**src/rtl/fetch_unit.sv**
```systemverilog
// rtl/fetch_unit.sv - instruction fetch stage: PC, imem request, held instruction, next-PC
module fetch_unit #(
  parameter logic [31:0] RESET_PC  = 32'h0000_0000,
  parameter logic [31:0] NOP_INSTR = 32'h0000_0013
) (
  input  logic        clk_i,
  input  logic        rst_i,
  output logic        imem_req_o,
  output logic [31:0] imem_addr_o,
  input  logic [31:0] imem_rdata_i,
  input  logic        imem_valid_i,
  output logic        instr_valid_o,
  input  logic        instr_ready_i,
  output logic [31:0] instr_o,
  output logic [6:0]  opcode_o,
  output logic [31:0] pc_o,
  input  logic        branch_i,
  input  logic        jump_i,
  input  logic        zero_i,
  input  logic [31:0] imm_i,
  output logic        err_o,
  output logic [31:0] instr_count_o
);

  typedef enum logic [1:0] {
    S_IDLE  = 2'd0,
    S_FETCH = 2'd1,
    S_HOLD  = 2'd2,
    S_ERR   = 2'd3
  } state_t;

  state_t      state_q, state_d;
  logic [31:0] pc_q, pc_d;
  logic [31:0] instr_q, instr_d;
  logic [31:0] pc_out_q, pc_out_d;
  logic        valid_q, valid_d;
  logic        err_q, err_d;
  logic [31:0] count_q, count_d;

  logic        take_offset;
  logic [31:0] target;

  // Next PC for the held instruction; jump wins over a taken branch, both use the offset
  always_comb begin
    take_offset = jump_i | (branch_i & zero_i);
    target      = pc_q + (take_offset ? imm_i : 32'd4);
  end

  // Next-state and datapath update for the fetch FSM
  always_comb begin
    state_d  = state_q;
    pc_d     = pc_q;
    instr_d  = instr_q;
    pc_out_d = pc_out_q;
    valid_d  = valid_q;
    err_d    = err_q;
    count_d  = count_q;
    case (state_q)
      S_IDLE: begin
        state_d = S_FETCH;
      end
      S_FETCH: begin
        if (imem_valid_i) begin
          instr_d  = imem_rdata_i;
          pc_out_d = pc_q;
          valid_d  = 1'b1;
          state_d  = S_HOLD;
        end
      end
      S_HOLD: begin
        if (instr_ready_i) begin
          count_d = count_q + 32'd1;
          valid_d = 1'b0;
          instr_d = NOP_INSTR;
          if (target[1:0] != 2'b00) begin
            // Misaligned target: keep the last good PC and park until reset
            err_d   = 1'b1;
            state_d = S_ERR;
          end else begin
            pc_d    = target;
            state_d = S_FETCH;
          end
        end
      end
      S_ERR: begin
        state_d = S_ERR;
      end
      default: begin
        state_d = S_IDLE;
      end
    endcase
  end

  // State and datapath registers; reset aborts any outstanding fetch
  always_ff @(posedge clk_i or posedge rst_i) begin
    if (rst_i) begin
      state_q  <= S_IDLE;
      pc_q     <= RESET_PC;
      instr_q  <= NOP_INSTR;
      pc_out_q <= RESET_PC;
      valid_q  <= 1'b0;
      err_q    <= 1'b0;
      count_q  <= 32'd0;
    end else begin
      state_q  <= state_d;
      pc_q     <= pc_d;
      instr_q  <= instr_d;
      pc_out_q <= pc_out_d;
      valid_q  <= valid_d;
      err_q    <= err_d;
      count_q  <= count_d;
    end
  end

  // Outputs; opcode is gated so the decoder sees all-zero controls when nothing is held
  always_comb begin
    imem_req_o    = (state_q == S_FETCH);
    imem_addr_o   = pc_q;
    instr_valid_o = valid_q;
    instr_o       = instr_q;
    opcode_o      = valid_q ? instr_q[6:0] : 7'b000_0000;
    pc_o          = pc_out_q;
    err_o         = err_q;
    instr_count_o = count_q;
  end

endmodule

```
**config.mk**
```make
export PLATFORM = sky130hd
export DESIGN_NAME = fetch_unit
export DESIGN_NICKNAME = d
export VERILOG_FILES = /design/src/rtl/fetch_unit.sv
export SDC_FILE = /design/constraint.sdc
export NUM_CORES = 1
export LEC_CHECK = 0
export ABC_AREA = 1
export CAP_MARGIN = 25
export CORE_MARGIN = 2
export CORE_UTILIZATION = 46
export CTS_BUF_LIST = sky130_fd_sc_hd__clkbuf_4
export DETAILED_ROUTE_END_ITERATION = 8
export GPL_ROUTABILITY_DRIVEN = 0
export PLACE_DENSITY = 0.79
export SLEW_MARGIN = 20
export SYNTH_ARGS = -nofsm -noshare
export SYNTH_HDL_FRONTEND = slang
export SYNTH_SLANG_ARGS = --single-unit
```
**constraint.sdc**
```tcl
create_clock -name clk_i -period 4.65 [get_ports clk_i]
set_input_delay 1.1625 -clock clk_i [delete_from_list [all_inputs] [get_ports clk_i]]
set_output_delay 1.1625 -clock clk_i [all_outputs]
set_load 0.005 [all_outputs]
```
==> metrics.txt <==
top cells by area, synth dfrtp_1, nand2_1, inv_1; M1 WL 9.467 mm; YS warnings 0; Worst R2R Start imem_addr_o[0]; R2R Setup Slk 2.44 ns; initial antenna violation count 0; clock sink count 132; Pre-antenna DRT Iters 5; Yosys cell types 38; Max FO, Critical Path 41; measured slew at the worst slew-check pin 0.8911 ns; Total Routed Length 22.08 mm; final hold vios 0; Crit path max-delay family buffers and inverters; Critical Path Max Stage Delay 0.45 ns; final worst slack 1.218 ns; Via density 4.876; final core utilization 0.6252; hold path start err_o; Starting Density 0.4687; cts hold-fix bufs 0; CP startpoint kind primary input; CP cell instances clkdlybuf4s50_1, nand2_1, inv_1, or2_2, inv_1, buf_4, nor2_1, fa_1, nor2_1, inv_1, nor2_2, inv_1, buf_4, nand2_1, o21ai_0; area leader, netlist dfrtp_1; clock period minus worst slack 3.432 ns; Setup Slack @ Placement 0.6337 ns; Mapped Nets 1,222; post-cts repair resize count 0; maximum vdd drop 0.1547 mV; clk slew on worst S/H paths 0.12 ns; register area share after synthesis 0.4108; initial DRC count 575; Routed Antenna Nets 0; core area 17,180 um2; Setup CP Type primary input to register; Crit path buffers/inverters 7; P_leak 5.859 nW; CTS Root Cell clkbuf_4; WP data arrival 3.85 ns; status complete, no violations; most used cell, CP inv_1; Mapped Cells 1,117; Final Setup Violations 0; vias post-DR 7,651; post-CTS setup buffers 0; fin crit share 0.7380; Area Growth Syn to Fin 33.40%; grt ovf 0; most frequent cells in the layout nand2_1, clkdlybuf4s50_1, inv_1, dfrtp_1, nor2_1; Worst R2R Path Depth 9; #FFs+latches synth 132; # port buffers 208; drt drc 0; Slew Viols, Final 0; Achievable Freq 0.2914 GHz; Max-Cap Viols 0; Critical Path Sink Type register; crit path max-delay cell type fa_1; Die Span Y 136.3 um; Worst Path Required 5.07 ns; top cell type's share of synthesized area 0.4010; met2 WL 10.75 mm; Row Count 48; first-pass GRT wire length 35.66 mm; hold path depth 1; RR Endpoint imem_addr_o[5]; share of layout cells above drive strength 1 0.05283; uppermost layer routed met4; number of CTS-inserted buffers 17; DR WL/cell 14.08 um; nets@finish 1,436; hpwl dp 16.74 mm; CTS tree yes; setup_tns 0 ns; die area 18,580 um2; CTS H-tree lvls 4; met3 wire len 1.456 mm; P per Cell Area 244.9 nW/um2; I/O pins 209; WHS Endpoint err_o; HP Class register to register; number of global-route vias before repair 7,365; slew margin rel. 0.4053; clock buffer depth 2; clk_lat worst skew 0.56 ns; Tot GR Track Use 0.2436; commonest non-fill, non-tap cell in the layout nand2_1; synthesized area per cell 7.207 um2; die width 136.3 um; post-synthesis cell area 8050 um2; Antenna Cells 0; skew final 0.02118 ns; largest net degree at the start of global routing 54; RSZ-0062 raised after global routing false
power by group:
group	total (mW)	switching [mW]	leakage (nW)	internal, mW
sequential	1.27	0.0532	1.75	1.22
combinational	0.485	0.214	3.95	0.271
clock	0.876	0.490	0.159	0.386
cell usage after synthesis:
master,count
nand2_4,2
o211ai_1,1
fa_1,1
buf_4,3
nand3b_1,2
o22a_1,3
nor2_8,1
xor2_1,19
nand3_1,57
nor3b_1,1
nor2_1,91
nand2_1,403
a22o_1,29
buf_2,6
nand4_2,3
inv_2,3
nor2_4,1
clkbuf_1,13
dfrtp_1,129
o21bai_1,3
nand2_2,2
nand3_4,1
a21oi_1,20
a21o_1,1
or2_2,2
nor3_2,1
nor4_1,1
nor2_2,6
inv_1,199
o21ai_0,29
ha_1,33
nor3_4,2
xnor2_1,24
dfstp_2,3
nand4_1,10
clkinv_2,1
buf_6,1
nor3_1,10
final cells by class:
| type | instances | area (um2) |
|---|---|---|
| well taps | 225 | 281.5 |
| inverters | 203 | 767.0 |
| flip-flops and latches | 132 | 3307 |
| clock buffers | 18 | 135.1 |
| clock inverters | 14 | 176.4 |
| repair buffers | 218 | 2202 |
| fillers | 1553 | 6437 |
| multi-input cells | 759 | 3870 |
per-layer routing:
metal  global-route usage  vias up
li1                     -     3862
met1               0.3059     3502
met2               0.4227      250
met3              0.04959       37
met4              0.07234        0
met5                    0        -
kinds of logic after synthesis:
group	count (synthesis)	share of synthesized area
AND/OR/NAND/NOR	596	0.3099
buffers and inverters	226	0.1088
flip-flops	132	0.4108
AO/OA/AOI/OAI	86	0.06994
XOR/XNOR	43	0.04678
adder cells (fa/ha/maj)	34	0.05378
worst max path at each step:
| stage | startpoint | endpoint | slack, ns | cells after the start |
|---|---|---|---|---|
| CTS | zero_i | imem_addr_o[15] | 1.24 | 15 |
| detailed placement | branch_i | imem_addr_o[3] | 0.63 | 14 |
| global placement | branch_i | imem_addr_o[18] | 0.71 | 17 |
| finish | zero_i | imem_addr_o[5] | 1.22 | 15 |
| floorplan | branch_i | imem_addr_o[3] | 1.18 | 15 |
| global route | zero_i | imem_addr_o[5] | 1.00 | 15 |
flip-flops by register name, indices dropped and copies added, names as in the netlist:
register	flops
err_o	1
pc_o	32
instr_count_o	32
state_q	2
instr_valid_o	1
instr_o	32
imem_addr_o	32
per-stage QoR:
step / total power, mW / instance area, um2 / hold WS (ns) / std cells
after floorplan: 1.501 / 8054 / 0.4647 / 1117
after global placement: 1.765 / 10380 / 0.4578 / 1535
after detailed placement: 1.774 / 10380 / 0.4618 / 1535
after CTS: 2.649 / 10690 / 0.4937 / 1567
after global routing: 2.759 / 10740 / 0.5081 / 1569
final: 2.630 / 10740 / 0.4896 / 1569
Note: power is estimated with default switching activity, not from simulation.
